==> config.mk <==
export PLATFORM = sky130hd
export DESIGN_NAME = imem_uart_loader
export DESIGN_NICKNAME = d
export VERILOG_FILES = /design/src/rtl/imem_uart_loader.sv
export SDC_FILE = /design/constraint.sdc
export NUM_CORES = 1
export LEC_CHECK = 0
export CORE_AREA = 2 2 101 103
export DETAILED_ROUTE_END_ITERATION = 8
export DIE_AREA = 0 0 103 105
export PLACE_DENSITY = 0.9
export SYNTH_ARGS = -nofsm -noshare
export SYNTH_HDL_FRONTEND = slang
export SYNTH_SLANG_ARGS = --single-unit
==> constraint.sdc <==
create_clock -name clk -period 5.4 [get_ports clk]
set_input_delay 0.54 -clock clk [delete_from_list [all_inputs] [get_ports clk]]
set_output_delay 0.54 -clock clk [all_outputs]
set_load 0.03 [all_outputs]
==> src/rtl/imem_uart_loader.sv <==
// UART program loader: receives 8N1 bytes, reads a 16-bit little-endian word
// count, assembles 32-bit little-endian words and writes them to instruction
// memory starting at word address 0.
module imem_uart_loader #(
    parameter int CLKS_PER_BIT = 868,
    parameter int ADDR_WIDTH   = 14
) (
    input  logic                  clk,
    input  logic                  rst,
    input  logic                  uart_rx,
    input  logic                  start,
    output logic                  wr_en,
    output logic [ADDR_WIDTH-1:0] wr_addr,
    output logic [31:0]           wr_data,
    output logic                  busy,
    output logic                  done,
    output logic                  err,
    output logic [ADDR_WIDTH:0]   word_count
);

    localparam int CW = $clog2(CLKS_PER_BIT);
    localparam logic [CW-1:0] HALF_M1 = CW'(CLKS_PER_BIT / 2 - 1);
    localparam logic [CW-1:0] FULL_M1 = CW'(CLKS_PER_BIT - 1);
    // Largest accepted length: the full memory capacity.
    localparam logic [16:0] CAP = 17'(2 ** ADDR_WIDTH);

    typedef enum logic [1:0] {RX_IDLE, RX_START, RX_DATA, RX_STOP} rx_state_t;
    typedef enum logic [2:0] {L_IDLE, L_LEN0, L_LEN1, L_DATA, L_DONE, L_ERR} ld_state_t;

    logic            sync1_q, sync2_q;
    rx_state_t       rx_q, rx_d;
    logic [CW-1:0]   cnt_q, cnt_d;
    logic [2:0]      bit_q, bit_d;
    logic [7:0]      shift_q, shift_d;
    logic            bvalid_q, bvalid_d;
    logic            ferr_q, ferr_d;

    ld_state_t       ld_q, ld_d;
    logic [15:0]     len_q, len_d;
    logic [23:0]     word_q, word_d;
    logic [1:0]      bidx_q, bidx_d;
    logic [ADDR_WIDTH:0]   wc_q, wc_d;
    logic            wr_en_q, wr_en_d;
    logic [ADDR_WIDTH-1:0] wr_addr_q, wr_addr_d;
    logic [31:0]     wr_data_q, wr_data_d;
    logic            busy_q, busy_d;
    logic            done_q, done_d;
    logic            err_q, err_d;
    logic [15:0]     n_new;

    // Two-flop synchronizer for the asynchronous serial line (idles high).
    always_ff @(posedge clk) begin
        if (rst) begin
            sync1_q <= 1'b1;
            sync2_q <= 1'b1;
        end else begin
            sync1_q <= uart_rx;
            sync2_q <= sync1_q;
        end
    end

    // RX state register.
    always_ff @(posedge clk) begin
        if (rst) begin
            rx_q     <= RX_IDLE;
            cnt_q    <= '0;
            bit_q    <= '0;
            shift_q  <= '0;
            bvalid_q <= 1'b0;
            ferr_q   <= 1'b0;
        end else begin
            rx_q     <= rx_d;
            cnt_q    <= cnt_d;
            bit_q    <= bit_d;
            shift_q  <= shift_d;
            bvalid_q <= bvalid_d;
            ferr_q   <= ferr_d;
        end
    end

    // RX next state: mid-bit sampling, false-start rejection, stop-bit check.
    always_comb begin
        rx_d     = rx_q;
        cnt_d    = cnt_q + 1'b1;
        bit_d    = bit_q;
        shift_d  = shift_q;
        bvalid_d = 1'b0;
        ferr_d   = 1'b0;
        case (rx_q)
            RX_IDLE: begin
                cnt_d = '0;
                if (!sync2_q) rx_d = RX_START;
            end
            RX_START: begin
                if (cnt_q == HALF_M1) begin
                    cnt_d = '0;
                    bit_d = '0;
                    rx_d  = sync2_q ? RX_IDLE : RX_DATA;
                end
            end
            RX_DATA: begin
                if (cnt_q == FULL_M1) begin
                    cnt_d   = '0;
                    shift_d = {sync2_q, shift_q[7:1]};
                    bit_d   = bit_q + 1'b1;
                    if (bit_q == 3'd7) rx_d = RX_STOP;
                end
            end
            RX_STOP: begin
                if (cnt_q == FULL_M1) begin
                    cnt_d    = '0;
                    rx_d     = RX_IDLE;
                    bvalid_d = sync2_q;
                    ferr_d   = !sync2_q;
                end
            end
            default: rx_d = RX_IDLE;
        endcase
    end

    // Loader state register.
    always_ff @(posedge clk) begin
        if (rst) begin
            ld_q      <= L_IDLE;
            len_q     <= '0;
            word_q    <= '0;
            bidx_q    <= '0;
            wc_q      <= '0;
            wr_en_q   <= 1'b0;
            wr_addr_q <= '0;
            wr_data_q <= '0;
            busy_q    <= 1'b0;
            done_q    <= 1'b0;
            err_q     <= 1'b0;
        end else begin
            ld_q      <= ld_d;
            len_q     <= len_d;
            word_q    <= word_d;
            bidx_q    <= bidx_d;
            wc_q      <= wc_d;
            wr_en_q   <= wr_en_d;
            wr_addr_q <= wr_addr_d;
            wr_data_q <= wr_data_d;
            busy_q    <= busy_d;
            done_q    <= done_d;
            err_q     <= err_d;
        end
    end

    // Loader next state: length header, word assembly, write strobes, status.
    always_comb begin
        ld_d      = ld_q;
        len_d     = len_q;
        word_d    = word_q;
        bidx_d    = bidx_q;
        wc_d      = wc_q;
        wr_en_d   = 1'b0;
        wr_addr_d = '0;
        wr_data_d = '0;
        busy_d    = busy_q;
        done_d    = done_q;
        err_d     = err_q;
        n_new     = {shift_q, len_q[7:0]};
        case (ld_q)
            L_IDLE, L_DONE, L_ERR: begin
                if (start) begin
                    ld_d   = L_LEN0;
                    busy_d = 1'b1;
                    done_d = 1'b0;
                    err_d  = 1'b0;
                    wc_d   = '0;
                    len_d  = '0;
                    bidx_d = '0;
                end
            end
            L_LEN0: begin
                if (ferr_q) begin
                    ld_d = L_ERR; err_d = 1'b1; busy_d = 1'b0;
                end else if (bvalid_q) begin
                    len_d[7:0] = shift_q;
                    ld_d       = L_LEN1;
                end
            end
            L_LEN1: begin
                if (ferr_q) begin
                    ld_d = L_ERR; err_d = 1'b1; busy_d = 1'b0;
                end else if (bvalid_q) begin
                    len_d = n_new;
                    if (n_new == 16'd0) begin
                        ld_d = L_DONE; done_d = 1'b1; busy_d = 1'b0;
                    end else if ({1'b0, n_new} > CAP) begin
                        ld_d = L_ERR; err_d = 1'b1; busy_d = 1'b0;
                    end else begin
                        ld_d   = L_DATA;
                        bidx_d = '0;
                    end
                end
            end
            L_DATA: begin
                // The final write has just been presented; finish one cycle later
                // so wr_en never coincides with done.
                if (wr_en_q && (17'(wc_q) == {1'b0, len_q})) begin
                    ld_d = L_DONE; done_d = 1'b1; busy_d = 1'b0;
                end else if (ferr_q) begin
                    ld_d = L_ERR; err_d = 1'b1; busy_d = 1'b0;
                end else if (bvalid_q) begin
                    bidx_d = bidx_q + 1'b1;
                    case (bidx_q)
                        2'd0: word_d[7:0]   = shift_q;
                        2'd1: word_d[15:8]  = shift_q;
                        2'd2: word_d[23:16] = shift_q;
                        default: begin
                            if (17'(wc_q) < {1'b0, len_q}) begin
                                wr_en_d   = 1'b1;
                                wr_addr_d = wc_q[ADDR_WIDTH-1:0];
                                wr_data_d = {shift_q, word_q};
                                wc_d      = wc_q + 1'b1;
                            end
                        end
                    endcase
                end
            end
            default: ld_d = L_IDLE;
        endcase
    end

    assign wr_en      = wr_en_q;
    assign wr_addr    = wr_addr_q;
    assign wr_data    = wr_data_q;
    assign busy       = busy_q;
    assign done       = done_q;
    assign err        = err_q;
    assign word_count = wc_q;

endmodule
==> metrics.cfg, run 1 <==
[placement]
dpl-instance-area_sq_mm = 0.00644
port_buffers = 68
hpwl_microns = 8710
place_congestion = 0.950
dp.cells = 815
pre_cts_ws_ns = 2.73

[floorplan]
fp.dieW_microns = 103
ioPinCount = 69
die_y_microns = 105
std_cell_rows = 36
dieArea_sq_mm = 0.0108
start_util_pct = 59.6
core-area_sq_mm = 0.00964

[pwr]
p_per_area_mw_per_mm2 = 325
power_mw = 2.30
p_leak_nw = 2.58
ir_drop_mv = 0.201

[yosys]
yosys_warnings = 0
synth_area_leaders = dfxtp_1, a21oi_1, and2_1
synth_top_family_by_area = simple AND/OR/NAND/NOR gates
synthCells = 649
synth_top_area_share_pct = 47.7
synthesis.area_sq_mm = 0.00575
ys_seq_area_share_pct = 47.7
synth_flop_cell = dfxtp_1
synth.mux.area_fraction_pct = 0.696
synthXorXnorAreaFrac_pct = 1.37
yosysMostFrequentCell = dfxtp_1
synthArstFlopShare_pct = 0
ys_types = 62
synthAdderAreaFrac_pct = 5.22
synth-simple-area-share_pct = 25.9
synth_common_cells = dfxtp_1, nand2_1, a21oi_1, and2_1, nand3_1
synth_fp_nets = 677
synth-edff-count = 0
synth_compound_area_share_pct = 14.3
yosys.area.top_type = dfxtp_1
syn_avg_cell_area_sq_um = 8.86
ys_ff_latch = 137

[timing]
fmax_ghz = 0.346
drv_slew = 0
max_slew_margin_pct = 47.9
period_share_pct = 53.5
hold_ws_ns = 0.208
final.setup.tns_ns = 0
timing.final.ws_setup_ns = 2.51
rsz0062_at_grt = false
setup_viol = 0
skew_ns = 0.0105
timing.final.crit_period_ns = 2.89
tightestPinTransition_ns = 0.778
hold_viol_final = 0

[setup_path]
slowest_delay_ns = 0.74
arrival_ns = 3.34
cp-end-kind = flop
rr_startpoint = word_count[11]$_SDFFE_PP0P_
r2r_cells = 7
crit_end = word_count[9]$_SDFFE_PP0P_
critPathKind = flop to flop
crit_slowest_cell = or4_1
worst_ep_required_time_ns = 5.86
start_kind = flop
startpoint = word_count[11]$_SDFFE_PP0P_
rrSetupSlack_ns = 2.51
reg2reg_to = word_count[9]$_SDFFE_PP0P_
critPathMaxFanout = 20
crit_path_cell_trace = ha_1 > nand3b_1 > nor4_4 > a211oi_2 > nand3_1 > or4_1 > a21oi_1

[drt]
antenna_left = 0
dr.pass1.iters = 8
via_count = 5006
drtIter0Drc = 395
wirelength_microns = 13600
drc_errors = 0
wl_per_cell_microns = 16.1
viasPerCell = 5.91

[final_layout]
diodes = 0
finalNonFillerCells = 847
final_layout_size_suffix_gt1_share_pct = 7.42
syn_to_final_growth_pct = 22.8
nets = 729
stdcell_area_sq_mm = 0.00706
fin_util_pct = 73.3

[clocking]
cts-htree-levels = 4
post_cts_buffers = 0
cts_sinks = 137
path_clk_slew_ns = 0.06
cts-resized-gates = 0
cts_made_buffers = 17
clkLatencyLatePin_ns = 0.53
cts_hold_buf = 0
max-clock-path-buffers = 2
cts_tree = yes
root_buffer = clkbuf_8

[job]
max_cap_violations = 0

[hold_path]
whs_path_depth = 2
hp-class = primary input to flop

[grt]
grt_pass1_vias = 4596
grt_usage_pct = 26.1
overflow = 0
antenna_found_initial = 0
grt_pass1_wl_microns = 22300
grt_max_degree = 73

[status]
status = finished, final reports clean

[state kept, by name, summed over array words and instances (netlist names), 2 cells and up, named ones only]
register    count
len_q          16
bidx_q          2
word_count     15
wr_addr        14
bit_q           3
cnt_q          10
word_q         24
shift_q         8
wr_data        32
ld_q            3
[worst min path at each step]
stage                       start                    endpoint  slack, ns
3_3_place_gp   sync1_q$_SDFF_PP1_          sync2_q$_SDFF_PP1_       0.39
2_1_floorplan  sync1_q$_SDFF_PP1_          sync2_q$_SDFF_PP1_       0.39
5_1_grt                       rst  word_count[8]$_SDFFE_PP0P_       0.21
6_report                      rst  word_count[8]$_SDFFE_PP0P_       0.21
3_5_place_dp   sync1_q$_SDFF_PP1_          sync2_q$_SDFF_PP1_       0.40
4_1_cts                       rst  word_count[8]$_SDFFE_PP0P_       0.20
[kinds of logic after synthesis]
group	count (synthesis)
compound gates	129
xor+xnor	9
fa+ha+maj	24
buf+inv	65
flops	137
mux	4
simple gates	281
[cell usage in the layout, fill, tap and decap left out, types with 5 or more instances in the layout]
| master | netlist | final |
|---|---|---|
| dfxtp_1 | 137 | 137 |
| nand2_1 | 74 | 74 |
| clkdlybuf4s50_1 | 0 | 67 |
| a21oi_1 | 63 | 63 |
| and2_1 | 49 | 49 |
| nand3_1 | 48 | 48 |
| nor2_1 | 44 | 44 |
| inv_1 | 26 | 26 |
| ha_1 | 24 | 24 |
| clkbuf_16 | 0 | 16 |
| a21o_1 | 9 | 9 |
| o211ai_1 | 9 | 9 |
| nor4_1 | 8 | 8 |
| a22oi_1 | 8 | 8 |
| o31ai_1 | 8 | 8 |
| nor3_1 | 6 | 6 |
| nand2b_1 | 6 | 6 |
| and3_1 | 6 | 6 |
| xnor2_1 | 6 | 6 |
| o21ai_0 | 5 | 5 |
| nand4_1 | 5 | 5 |
| or2_2 | 5 | 5 |
[routing by layer]
layer  part of all wire (%)  vias up  global-route usage, %  wire (microns)
li1                       -     2362                      -               -
met1                     42     2361                   34.7            5690
met2                     48      240                   40.0            6480
met3                    8.0       43                   7.09            1080
met4                    2.6        0                   10.1             353
met5                      0        -                      0               0
[power by group]
part	total [mW]	internal (mW)	switching (mW)
logic	0.0785	0.0263	0.0523
clock network	1.20	0.747	0.448
registers	1.02	1.02	0.00742
[cell type report]
cell class | instances | area (sq um)
tap | 133 | 166
timing repair buffer | 72 | 706
inverter | 26 | 97.6
fill | 683 | 2580
clock inverter | 12 | 164
multi-input combinational | 447 | 2730
clock buffer | 20 | 455
sequential | 137 | 2740
[critical path, delay by kind of cell (launching register included)]
kind                       cells  cell delay [ns]
adders and majority gates      1             0.30
DFF                            1             0.49
AOI/OAI and AO/OA              2             0.39
and+or+nand+nor                4             1.63
Note: power is estimated with default switching activity, not from simulation.
==> run 2, diff against run 1 <==
==> config.mk (replaced) <==
export PLATFORM = sky130hd
export DESIGN_NAME = imem_uart_loader
export DESIGN_NICKNAME = d
export VERILOG_FILES = /design/src/rtl/imem_uart_loader.sv
export SDC_FILE = /design/constraint.sdc
export NUM_CORES = 1
export LEC_CHECK = 0
export CORE_AREA = 2 2 111 113
export DETAILED_ROUTE_END_ITERATION = 8
export DIE_AREA = 0 0 113 115
export PLACE_DENSITY = 0.8
export SYNTH_ARGS = -nofsm -noshare
export SYNTH_HDL_FRONTEND = slang
export SYNTH_SLANG_ARGS = --single-unit
==> constraint.sdc (replaced) <==
create_clock -name clk -period 2.65 [get_ports clk]
set_input_delay 0.265 -clock clk [delete_from_list [all_inputs] [get_ports clk]]
set_output_delay 0.265 -clock clk [all_outputs]
set_load 0.03 [all_outputs]
==> run 2 against run 1 <==
The flow now finishes with violations (design-rule violations). Worst setup slack worse by 2.3 ns. Fmax up 16%. Total power up 100%.
==> metrics.cfg, run 2 (synthesized netlist as in run 1, its figures left out) <==
[setup_path]
start_kind = flop  ; unchanged
worst_ep_required_time_ns = 2.92  ; was 5.86 ns
crit_slowest_cell = dfxtp_1  ; was or4_1
critPathMaxFanout = 15  ; was 20
cp-end-kind = flop  ; unchanged
arrival_ns = 2.76  ; was 3.34 ns
crit_path_cell_trace = ha_1 > nand2_1 > nor2_1 > a211oi_2 > nand3_2 > buf_4 > o311ai_0 > o31ai_1  ; was ha_1 > nand3b_1 > nor4_4 > a211oi_2 > nand3_1 > or4_1 > a21oi_1
critPathKind = flop to flop  ; unchanged
slowest_delay_ns = 0.49  ; was 0.74 ns

[final_layout]
num-fill-cells = 960  ; was 683
final_layout_size_suffix_gt1_share_pct = 10.3  ; was 7.42%
final_cell_mix = dfxtp_1, nand2_1, clkdlybuf4s50_1  ; unchanged
syn_to_final_growth_pct = 26.0  ; was 22.8%
largest_register_ff_count = 32  ; unchanged
final_common_cell = dfxtp_1  ; unchanged
diodes = 0  ; unchanged
nets = 754  ; was 729

[grt]
grt_max_degree = 74  ; was 73
grt_pass1_wl_microns = 22800  ; was 22300 microns
grt_pass1_vias = 4794  ; was 4596
antenna_found_initial = 0  ; unchanged
grt_usage_pct = 22.1  ; was 26.1%
overflow = 0  ; unchanged

[timing]
timing.final.ws_setup_ns = 0.165  ; was 2.51 ns
hold_viol_final = 0  ; unchanged
tightestPinTransition_ns = 0.719  ; was 0.778 ns
hold_ws_ns = 0.412  ; was 0.208 ns
drv_slew = 0  ; unchanged
skew_ns = 0.00720  ; was 0.0105 ns
setup_viol = 0  ; unchanged
final.setup.tns_ns = 0  ; unchanged
rsz0062_at_grt = false  ; unchanged
max_slew_margin_pct = 52.1  ; was 47.9%
period_share_pct = 93.8  ; was 53.5%
timing.final.crit_period_ns = 2.48  ; was 2.89 ns
fmax_ghz = 0.402  ; was 0.346 GHz

[placement]
port_buffers = 68  ; unchanged
hpwl_microns = 9460  ; was 8710 microns
pre_cts_ws_ns = 0.0428  ; was 2.73 ns
place_congestion = 0.899  ; was 0.950

[floorplan]
core-area_sq_mm = 0.0118  ; was 0.00964 sq mm
die_y_microns = 115  ; was 105 microns
start_util_pct = 48.7  ; was 59.6%
std_cell_rows = 40  ; was 36
dieArea_sq_mm = 0.0130  ; was 0.0108 sq mm
fp.dieW_microns = 113  ; was 103 microns
ioPinCount = 69  ; unchanged

[drt]
wl_per_cell_microns = 15.8  ; was 16.1 microns
viasPerCell = 5.61  ; was 5.91
antenna_left = 0  ; unchanged
via_count = 4957  ; was 5006
wirelength_microns = 13900  ; was 13600 microns
drtIter0Drc = 400  ; was 395
drc_errors = 4  ; was 0
dr.pass1.iters = 9  ; was 8

[pwr]
p_per_area_mw_per_mm2 = 636  ; was 325 mW/mm^2
p_leak_nw = 2.72  ; was 2.58 nW
ir_drop_mv = 0.401  ; was 0.201 mV

[clocking]
path_clk_slew_ns = 0.06  ; about the same
max-clock-path-buffers = 2  ; unchanged
clkLatencyLatePin_ns = 0.41  ; was 0.53 ns
root_buffer = clkbuf_16  ; was clkbuf_8
cts_tree = yes  ; unchanged
cts_made_buffers = 17  ; unchanged
cts_sinks = 137  ; unchanged
cts-htree-levels = 4  ; unchanged

[status]
status = finished, violations left  ; was finished, final reports clean
failed_checks = design-rule violations

[hold_path]
hp-class = primary input to flop  ; unchanged

[job]
max_cap_violations = 0  ; unchanged

## run 2: where the power goes
group	leakage, nW	switching [mW]	internal, mW	total [mW]
registers	1.10	0.00651	2.07	2.08
logic	1.32	0.116	0.0600	0.176
clock network	0.293	0.861	1.50	2.36
total	2.72	0.983	3.63	4.61
## run 2: routing by layer
layer / track usage (%) / share of wire [%] / wire, microns
met1: 26.7 / 42 / 5830
met2: 36.9 / 48 / 6720
met3: 5.01 / 6.5 / 908
met4: 12.2 / 3.5 / 493
met5: 0 / 0 / 0
## run 2: final timing paths
| check | start | cells past startpoint | endpoint | slack, ns |
|---|---|---|---|---|
| worst max register to register | word_count[3]$_SDFFE_PP0P_ | 8 | word_count[13]$_SDFFE_PP0P_ | 0.17 |
| worst min register to register | sync1_q$_SDFF_PP1_ | 1 | sync2_q$_SDFF_PP1_ | 0.42 |
| worst max-delay path | word_count[3]$_SDFFE_PP0P_ | 8 | word_count[13]$_SDFFE_PP0P_ | 0.17 |
| worst min-delay path | uart_rx | 2 | sync1_q$_SDFF_PP1_ | 0.41 |
## run 2: timing repair
action | 4_1_cts | 5_1_grt
pin swaps | 1 | 0
endpoints found under the hold margin | 0 | 0
resized for setup | 0 | 1
hold buffers | 0 | 0
endpoints found under the setup margin | 29 | 7
buffers inserted | 1 | 0
## run 2: area by class of cell
| cell class | instances | area, sq um | share of cell area (%) |
|---|---|---|---|
| Sequential cell | 137 | 2740 | 37.9 |
| Multi-Input combinational cell | 447 | 2740 | 37.8 |
| Timing Repair Buffer | 97 | 893 | 12.3 |
| Clock buffer | 19 | 443 | 6.11 |
| Tap cell | 147 | 184 | 2.54 |
| Clock inverter | 11 | 149 | 2.06 |
| Inverter | 26 | 97.6 | 1.35 |
## run 2: worst max-delay path: cells and delay by family, from the launching register on
kind | cells | cell delay [ns]
AOI/OAI and AO/OA | 3 | 0.78
and+or+nand+nor | 3 | 0.49
adders and majority gates | 1 | 0.31
buffers and inverters | 1 | 0.27
DFF | 1 | 0.49
## run 2: through the flow
step	power, mW	util, %	instance area [sq um]	std cells
floorplan	2.24	-	5750	649
global placement	2.29	56.2	6640	853
detailed placement	2.29	56.2	6640	853
CTS	4.65	61.3	7240	884
global route	4.75	61.3	7240	884
finish	4.61	61.3	7240	884
